**src/rtl/ecpu_add16_seq_pkg.sv**
```systemverilog
// Shared constants and FSM encoding for the sequential 16-bit adder stage.
// ECPU_ALU_SUB_EN (optional define) enables the subtract path in the top and interface.
package ecpu_add16_seq_pkg;

    localparam int ADD_BYTE_W = 8;

    typedef enum logic [1:0] {
        ECPU_ADDSEQ_IDLE = 2'd0,
        ECPU_ADDSEQ_LO   = 2'd1,
        ECPU_ADDSEQ_HI   = 2'd2,
        ECPU_ADDSEQ_DONE = 2'd3
    } addseq_state_t;

endpackage

```
**src/rtl/ecpu_add16_seq_if.sv**
```systemverilog
// Operand and result handshakes of the sequential adder stage.
// ECPU_ALU_SUB_EN adds the in_sub select to the operand side.
interface ecpu_add16_seq_if;

    logic        in_valid;
    logic        in_ready;
    logic [15:0] in_a;
    logic [15:0] in_b;
`ifdef ECPU_ALU_SUB_EN
    logic        in_sub;
`endif
    logic        out_valid;
    logic        out_ready;
    logic [15:0] out_sum;
    logic        out_carry;
    logic        out_zero;

`ifdef ECPU_ALU_SUB_EN
    modport master (
        output in_valid, in_a, in_b, in_sub, out_ready,
        input  in_ready, out_valid, out_sum, out_carry, out_zero
    );
    modport slave (
        input  in_valid, in_a, in_b, in_sub, out_ready,
        output in_ready, out_valid, out_sum, out_carry, out_zero
    );
`else
    modport master (
        output in_valid, in_a, in_b, out_ready,
        input  in_ready, out_valid, out_sum, out_carry, out_zero
    );
    modport slave (
        input  in_valid, in_a, in_b, out_ready,
        output in_ready, out_valid, out_sum, out_carry, out_zero
    );
`endif

endinterface

```
**src/rtl/ecpu_add16_seq_add8_slice.sv**
```systemverilog
// Combinational byte adder with carry-in; the one slice the 16-bit stage time-shares.
module ecpu_add8_slice #(
    parameter int W = 8
) (
    input  logic [W-1:0] a,
    input  logic [W-1:0] b,
    input  logic         cin,
    output logic [W-1:0] sum,
    output logic         cout
);

    assign {cout, sum} = {1'b0, a} + {1'b0, b} + {{W{1'b0}}, cin};

endmodule

```
**src/rtl/ecpu_add16_seq.sv**
```systemverilog
// 16-bit add (optionally subtract under ECPU_ALU_SUB_EN) computed in two byte passes
// through a single 8-bit slice, with valid/ready handshakes on both sides.
module ecpu_add16_seq
    import ecpu_add16_seq_pkg::*;
#(
    parameter int WIDTH_BYTE = ADD_BYTE_W
) (
    input  logic clk,
    input  logic rst_n,
    ecpu_add16_seq_if.slave bus
);

    localparam int W2 = 2 * WIDTH_BYTE;

    addseq_state_t         state;
    logic [W2-1:0]         a_q;
    logic [W2-1:0]         b_q;
    logic [WIDTH_BYTE-1:0] sum_lo;
    logic                  c8;
`ifdef ECPU_ALU_SUB_EN
    logic                  sub_q;
`endif

    logic                  accept;
    logic                  hi_pass;
    logic [WIDTH_BYTE-1:0] a_byte;
    logic [WIDTH_BYTE-1:0] b_sel;
    logic [WIDTH_BYTE-1:0] b_byte;
    logic                  cin_lo;
    logic                  cin;
    logic [WIDTH_BYTE-1:0] s_byte;
    logic                  c_byte;

    assign bus.in_ready = (state == ECPU_ADDSEQ_IDLE) ||
                          (state == ECPU_ADDSEQ_DONE && bus.out_ready);
    assign accept       = bus.in_valid && bus.in_ready;

    // Operand muxes select which byte the shared slice sees this cycle.
    assign hi_pass = (state == ECPU_ADDSEQ_HI);
    assign a_byte  = hi_pass ? a_q[W2-1:WIDTH_BYTE] : a_q[WIDTH_BYTE-1:0];
    assign b_sel   = hi_pass ? b_q[W2-1:WIDTH_BYTE] : b_q[WIDTH_BYTE-1:0];
`ifdef ECPU_ALU_SUB_EN
    assign b_byte  = sub_q ? ~b_sel : b_sel;
    assign cin_lo  = sub_q;
`else
    assign b_byte  = b_sel;
    assign cin_lo  = 1'b0;
`endif
    assign cin     = hi_pass ? c8 : cin_lo;

    ecpu_add8_slice #(.W(WIDTH_BYTE)) u_slice (
        .a    (a_byte),
        .b    (b_byte),
        .cin  (cin),
        .sum  (s_byte),
        .cout (c_byte)
    );

    always_ff @(posedge clk or negedge rst_n) begin
        if (!rst_n) begin
            state         <= ECPU_ADDSEQ_IDLE;
            a_q           <= '0;
            b_q           <= '0;
            sum_lo        <= '0;
            c8            <= 1'b0;
`ifdef ECPU_ALU_SUB_EN
            sub_q         <= 1'b0;
`endif
            bus.out_valid <= 1'b0;
            bus.out_sum   <= '0;
            bus.out_carry <= 1'b0;
            bus.out_zero  <= 1'b0;
        end else begin
            if (accept) begin
                a_q   <= bus.in_a;
                b_q   <= bus.in_b;
`ifdef ECPU_ALU_SUB_EN
                sub_q <= bus.in_sub;
`endif
            end
            case (state)
                ECPU_ADDSEQ_IDLE: begin
                    if (accept) state <= ECPU_ADDSEQ_LO;
                end
                ECPU_ADDSEQ_LO: begin
                    sum_lo <= s_byte;
                    c8     <= c_byte;
                    state  <= ECPU_ADDSEQ_HI;
                end
                ECPU_ADDSEQ_HI: begin
                    bus.out_sum   <= {s_byte, sum_lo};
                    bus.out_carry <= c_byte;
                    bus.out_zero  <= ({s_byte, sum_lo} == '0);
                    bus.out_valid <= 1'b1;
                    state         <= ECPU_ADDSEQ_DONE;
                end
                ECPU_ADDSEQ_DONE: begin
                    // A new accept here chains straight into LO without a bubble.
                    if (bus.out_ready) begin
                        bus.out_valid <= 1'b0;
                        state         <= accept ? ECPU_ADDSEQ_LO : ECPU_ADDSEQ_IDLE;
                    end
                end
                default: state <= ECPU_ADDSEQ_IDLE;
            endcase
        end
    end

endmodule

```
**src/flat_wrapper.sv**
```systemverilog
// flat-port wrapper written by rule: the top's interface ports become plain ports
module ecpu_add16_seq_flat import ecpu_add16_seq_pkg::*;
#(
    parameter int WIDTH_BYTE = ADD_BYTE_W
)
  (clk, rst_n, bus_in_valid, bus_in_a, bus_in_b, bus_out_ready, bus_in_ready, bus_out_valid, bus_out_sum, bus_out_carry, bus_out_zero);
  ecpu_add16_seq_if bus_i ();
  input  logic clk;
  input  logic rst_n;
  input wire logic [$bits(bus_i.in_valid)-1:0] bus_in_valid;
  input wire logic [$bits(bus_i.in_a)-1:0] bus_in_a;
  input wire logic [$bits(bus_i.in_b)-1:0] bus_in_b;
  input wire logic [$bits(bus_i.out_ready)-1:0] bus_out_ready;
  output wire logic [$bits(bus_i.in_ready)-1:0] bus_in_ready;
  output wire logic [$bits(bus_i.out_valid)-1:0] bus_out_valid;
  output wire logic [$bits(bus_i.out_sum)-1:0] bus_out_sum;
  output wire logic [$bits(bus_i.out_carry)-1:0] bus_out_carry;
  output wire logic [$bits(bus_i.out_zero)-1:0] bus_out_zero;
  assign bus_i.in_valid = bus_in_valid;
  assign bus_i.in_a = bus_in_a;
  assign bus_i.in_b = bus_in_b;
  assign bus_i.out_ready = bus_out_ready;
  assign bus_in_ready = bus_i.in_ready;
  assign bus_out_valid = bus_i.out_valid;
  assign bus_out_sum = bus_i.out_sum;
  assign bus_out_carry = bus_i.out_carry;
  assign bus_out_zero = bus_i.out_zero;
  ecpu_add16_seq #(.WIDTH_BYTE(WIDTH_BYTE)) u_core (.clk(clk), .rst_n(rst_n), .bus(bus_i));
endmodule
```
**config.mk**
```make
export PLATFORM = sky130hd
export DESIGN_NAME = ecpu_add16_seq_flat
export DESIGN_NICKNAME = d
export VERILOG_FILES = /design/src/rtl/ecpu_add16_seq_pkg.sv /design/src/rtl/ecpu_add16_seq_if.sv /design/src/rtl/ecpu_add16_seq_add8_slice.sv /design/src/rtl/ecpu_add16_seq.sv /design/src/flat_wrapper.sv
export SDC_FILE = /design/constraint.sdc
export NUM_CORES = 1
export LEC_CHECK = 0
export ABC_AREA = 1
export CAP_MARGIN = 10
export CORE_MARGIN = 10
export CORE_UTILIZATION = 47
export CTS_BUF_LIST = sky130_fd_sc_hd__clkbuf_8 sky130_fd_sc_hd__clkbuf_16
export CTS_CLUSTER_SIZE = 10
export DETAILED_ROUTE_END_ITERATION = 12
export GPL_ROUTABILITY_DRIVEN = 0
export GPL_TIMING_DRIVEN = 0
export PLACE_DENSITY = 0.75
export SKIP_LAST_GASP = 1
export SLEW_MARGIN = 20
export SYNTH_ARGS = -nofsm -noshare
export SYNTH_HDL_FRONTEND = slang
export SYNTH_SLANG_ARGS = --single-unit
```
**constraint.sdc**
```tcl
create_clock -name clk -period 2.35 [get_ports clk]
set_input_delay 0.3525 -clock clk [delete_from_list [all_inputs] [get_ports clk]]
set_output_delay 0.3525 -clock clk [all_outputs]
set_load 0.005 [all_outputs]
```
Word-level counts from Yosys, hierarchy flattened
Index checks and enable logic that the tools add are counted.
Widths: inputs -> output; s select.
{"block": "op_classes", "n_addsub": 2, "eq_ne": 5, "mux": 9, "reduce_logical": 8}
{"cell": "$logic_not 16->1", "count": 1}
{"cell": "$mux 8", "count": 2}
{"cell": "$add 8x8->9", "count": 1}
{"cell": "$add 9x1->9", "count": 1}
{"cell": "$pmux 2 s4", "count": 1}
{"cell": "$eq 2x2->1 const B", "count": 2}
{"cell": "$mux 2", "count": 2}
{"cell": "$reduce_and 2->1", "count": 2}
{"cell": "$mux 1", "count": 3}
{"cell": "$eq 2x1->1 const B", "count": 1}
{"cell": "$logic_and 1x1->1", "count": 2}
{"cell": "$logic_not 2->1", "count": 1}
{"cell": "$ne 2x1->1 const B", "count": 1}
{"cell": "$ne 2x2->1 const B", "count": 1}
{"cell": "$pmux 1 s2", "count": 1}
{"cell": "$reduce_bool 2->1", "count": 1}
{"cell": "$logic_or 1x1->1", "count": 1}
{"block": "totals", "reg_bits": 62}

Longest topological paths before layout
{"block": "depth", "depth_word": 7, "mapped_depth": 17, "mapped_depth_nobuf": 15}

By module
A second synthesis with hierarchy kept.
{"block": "hier_totals", "hier_cells": 395, "hier_area_um2": 3148.0}
{"mod": "ecpu_add16_seq", "instances": 1, "cells_each": 336, "area_per_inst_um2": 2763.9, "seq_area_each_um2": 1551.5}
{"mod": "ecpu_add8_slice", "instances": 1, "cells_each": 59, "area_per_inst_um2": 384.1, "seq_area_each_um2": 0.0}

Worst setup path after synthesis
No wires, ideal clock.
{"block": "synth_timing", "path_type": "register to register", "startpoint": "register u_core.state[0]", "endpoint": "register u_core.bus.out_zero", "setup_ps": 65, "t_arrival_ps": 2521, "slack_ps": -236, "stages_incl_launch_ff": 16, "path_buffers": 2, "synth_period_minus_slack_ps": 2586, "path_cell_list": "dfrtp_1 > inv_1 > ha_1 > buf_4 > clkbuf_1 > nand2_1 > fa_1 > inv_1 > fa_1 > nor2_1 > nand2_1 > nor2_1 > nand3_1 > nor2_1 > nand3_1 > nand2_1"}
{"block": "synth_between", "elab_chain_len": 5, "elab_cells_between_ends": 7, "cone_classes": "add/sub (2); eq/ne (1); mux (3); reduce/logical (1)"}
{"item": "start, declared", "line_no": "ecpu_add16_seq.sv:15", "rtl": "addseq_state_t state;"}
{"item": "start signal, assigned", "line_no": "ecpu_add16_seq.sv:101", "rtl": "state <= accept ? ECPU_ADDSEQ_LO : ECPU_ADDSEQ_IDLE;"}
{"item": "$eq 2x2->1 *", "line_no": "ecpu_add16_seq.sv:39", "rtl": "assign hi_pass = (state == ECPU_ADDSEQ_HI);"}
{"item": "$mux 8, on equally long branches", "line_no": "ecpu_add16_seq.sv:40, ecpu_add16_seq.sv:41"}
{"item": "$add 8x8->9", "line_no": "ecpu_add16_seq_add8_slice.sv:12", "rtl": "assign {cout, sum} = {1'b0, a} + {1'b0, b} + {{W{1'b0}}, cin};"}
{"item": "$add 9x1->9 *", "line_no": "ecpu_add16_seq_add8_slice.sv:12"}
{"item": "via u_core.s_byte[1]", "line_no": "ecpu_add16_seq.sv:31", "rtl": "logic [WIDTH_BYTE-1:0] s_byte;"}
{"item": "$logic_not 16->1 *", "line_no": "ecpu_add16_seq.sv:93", "rtl": "bus.out_zero <= ({s_byte, sum_lo} == '0);"}
{"item": "end signal, assigned", "line_no": "ecpu_add16_seq.sv:93"}
{"item": "end, declared", "line_no": "ecpu_add16_seq_if.sv:34", "rtl": "output in_ready, out_valid, out_sum, out_carry, out_zero"}
The timed path passes the listed nets; every way through them passes the cells marked *.
A chain may end at the register's enable or synchronous reset.

Worst setup path in the final report
Ends and elaborated chain as after synthesis.

==> results by group <==
Die
  • DIE AREA: 10,300 µm²
  • Die width: around 100 µm
  • Starting density of the core: 48.84%
  • Rows: 29
  • Ports: 56
  • CORE AREA: 6386 µm²
  • Die height: 101.5 µm

Layout
  • Area growth syn-to-layout: 35.22%
  • Area of the multi-input gates: roughly 1500 µm²
  • Number of fillers in the final layout: between 500 and 600
  • Register area: 1551 µm²
  • Layout cells sized above 1: 21.80%
  • Layout Nets: 444
  • Fin area: between 4000 and 5000 µm²
  • # diodes: 0

GRT
  • GRT Overall Usage: 14.50%
  • First-pass GRT wire length: between 10,000 and 15,000 µm
  • Met1 usage: 17.29%
  • Largest net degree at the start of global routing: 61
  • Top Usage Layer GRT: met2
  • Met3 Use GR: 3.812%
  • Met2 GRT Util: 23.83%
  • GRT overflow: 0
  • Number of global-route vias before repair: 2,630
  • Antenna violations before repair: 0

Status
  • Status: finished with violations
  • Failing checks: setup timing

Clock tree
  • Number of buffers created by CTS: 9
  • Root buf cell: clkbuf_8
  • Clk pin slew, worst setup/hold paths: about 0.070 ns
  • Clock buffer depth: 2
  • Clock Latency Late Sink: roughly 0.35 ns
  • H-tree Lvls: 3
  • CTS Sinks: 62
  • CTS tree: done

Timing
  • Pins Over Slew Limit: 0
  • Final Setup Violations: 1
  • Clock skew: 0.01056 ns
  • Final Hold Fails: 0
  • Final WS setup: -0.03681 ns
  • RSZ-0062 raised after global routing: true
  • Min Hold Slack: about 0.34 ns
  • Final Cycle Share: 101.6%
  • Worst Tran Pin Value: 0.4100 ns
  • Fmax: 0.4190 GHz
  • Total negative slack: -0.03681 ns
  • Rel. slew slack: 72.67%
  • Min cycle time layout: ~2.4 ns

Placed design
  • IO buf count: 55
  • DP Wirelength: approximately 5200 µm
  • Post-DP Area: 3835 µm²

Logic synthesis
  • Leading post-synthesis cells by cell area: dfrtp_1 (50%), mux2_4 (13%), nand2_1 (13%)
  • Mapped Cells: approximately 320
  • FFs w/ async S/R, synth: 100.0%
  • Number of synthesized flops with an enable pin: 0
  • Share of the synthesized area in the top cell type: 49.74%
  • Most frequent cell after synthesis: nand2_1
  • Synthesized netlist net count: 368
  • Syn_area_per_cell: 9.809 µm²
  • Biggest area consumer among synthesized cells: dfrtp_1
  • Number of synthesized register bits: 62
  • Sequential-to-total area share from yosys stat: 49.74%
  • Post-Syn Area: 3119 µm²
  • Top cells by instance count after synthesis: nand2_1 (106), dfrtp_1 (62), inv_1 (28), mux2_4 (28), o21ai_0 (22)
  • Synthesis warning total: 0
  • Synth cell types: 24
  • Post-synth top flop: dfrtp_1

Power
  • VDD IR-drop max: 0.0007889 V
  • PwrDens: 1773 nW/µm²
  • Leak: between 2 and 2.5 nW

Route
  • Wire length per cell: 15.05 µm
  • Vias/cell: 5.034
  • DR vias: 2,396
  • WL final: 7166 µm
  • Number of DRC markers in iteration 0: 201
  • TritonRoute pass-1 iters: 5
  • ANT nets after route: 0
  • DRC viols: 0

Critical path
  • Startpoint Class: flop
  • Critical Path RT: 2.64 ns
  • CP max FO: 6
  • Crit path DAT: ~2.7 ns
  • R2r setup slk: -0.04 ns
  • Crit. End Element: flop
  • Crit path kind: flop to flop

Worst hold path
  • Worst hold path class: input port to async pin

Flow run
  • Maximum capacitance violations: 0
==> final cells by class <==
class	count	share of cell area (%)
Clock buffer	10	3.263
Inverter	28	2.492
Sequential cell	62	36.78
Timing Repair Buffer	67	15.66
Multi-Input combinational cell	217	35.63
Buffer	9	2.047
Clock inverter	6	1.839
Tap cell	77	2.284
==> cell usage in the layout (no fill, tap or decap), types with 3 or more instances in the layout <==
cell type / synthesis / routed
inv_2: 0 / 4
mux2_4: 28 / 28
o21ai_0: 22 / 16
nand2_2: 1 / 6
clkdlybuf4s50_1: 0 / 54
o21ai_1: 0 / 6
nand3_1: 12 / 11
dfrtp_1: 62 / 62
mux2_2: 3 / 3
inv_1: 28 / 26
ha_4: 0 / 4
nand2_1: 106 / 100
ha_1: 12 / 8
buf_4: 1 / 13
a21oi_1: 11 / 10
clkbuf_8: 0 / 10
buf_6: 3 / 3
nor2_1: 10 / 9
==> power breakdown <==
| part | switching (mW) | internal [mW] |
|---|---|---|
| sequential | 0.325 | 1.61 |
| combinational | 2.33 | 2.19 |
| clock | 0.404 | 0.614 |
| total | 3.06 | 4.42 |
==> flip-flops by register name (all words and copies together), names as in the netlist <==
register	flops
u_core.a_q	16
u_core.b_q	16
u_core.bus.out_carry	1
u_core.bus.out_sum	16
u_core.bus.out_valid	1
u_core.bus.out_zero	1
u_core.c8	1
u_core.state	2
u_core.sum_lo	8
==> worst paths after layout <==
check / from / endpoint / depth (start not counted)
max: u_core.state[0] / u_core.bus.out_zero / 14
min reg2reg: u_core.bus.out_zero / u_core.bus.out_zero / 2
min: rst_n / u_core.bus.out_sum[0] / 2
max reg2reg: u_core.state[0] / u_core.bus.out_zero / 14
min in group clk: u_core.bus.out_zero / u_core.bus.out_zero / 2
max in group asynchronous: rst_n / u_core.a_q[3] / 3
==> worst max-delay path: stages (launching register included) <==
cell and delay, ns:
dfrtp_1 0.40, inv_2 0.09, ha_4 0.22, clkbuf_16 0.16
nand2_4 0.04, fa_2 0.33, inv_2 0.07, fa_2 0.45
nor2_2 0.10, nand2_1 0.06, nor2_1 0.09, nand3_1 0.07
nor2_1 0.11, nand3_1 0.07, nand2_1 0.06
==> per-stage QoR <==
step | worst slack, ns | util, % | power (mW) | cells
floorplan | 0.001106 | - | 4.627 | 318
global placement | -1.006 | 59.66 | 5.600 | 450
detailed placement | -0.2480 | 60.05 | 5.774 | 451
CTS | -0.008985 | 64.79 | 7.050 | 474
global route | -0.1660 | 66.05 | 8.128 | 476
finish | -0.03681 | 66.05 | 7.480 | 476
==> logic make-up after synthesis <==
family / after synthesis / share of synthesized area, %
multiplexers: 33 / 15.20
buffers and inverters: 39 / 5.656
flip-flops: 62 / 49.74
adder cells (fa/ha/maj): 14 / 6.097
AO/OA/AOI/OAI: 39 / 6.619
AND/OR/NAND/NOR: 131 / 16.69
==> what timing repair did <==
item,4_1_cts,5_1_grt
pin swaps,3,4
resized for setup,9,18
setup buffers,7,3
hold endpoints to repair,2,0
endpoints found under the setup margin,13,13
hold buffers,1,0
==> layer usage <==
layer  up-vias  part of all wire (%)  wire [µm]
met1      1139                    43       3102
met5         -                     0          0
met3        11                   5.6        398
met2        69                    49       3542
met4         0                   1.7        123
li1       1177                     -          -
Power figures use the tool's default switching activity.
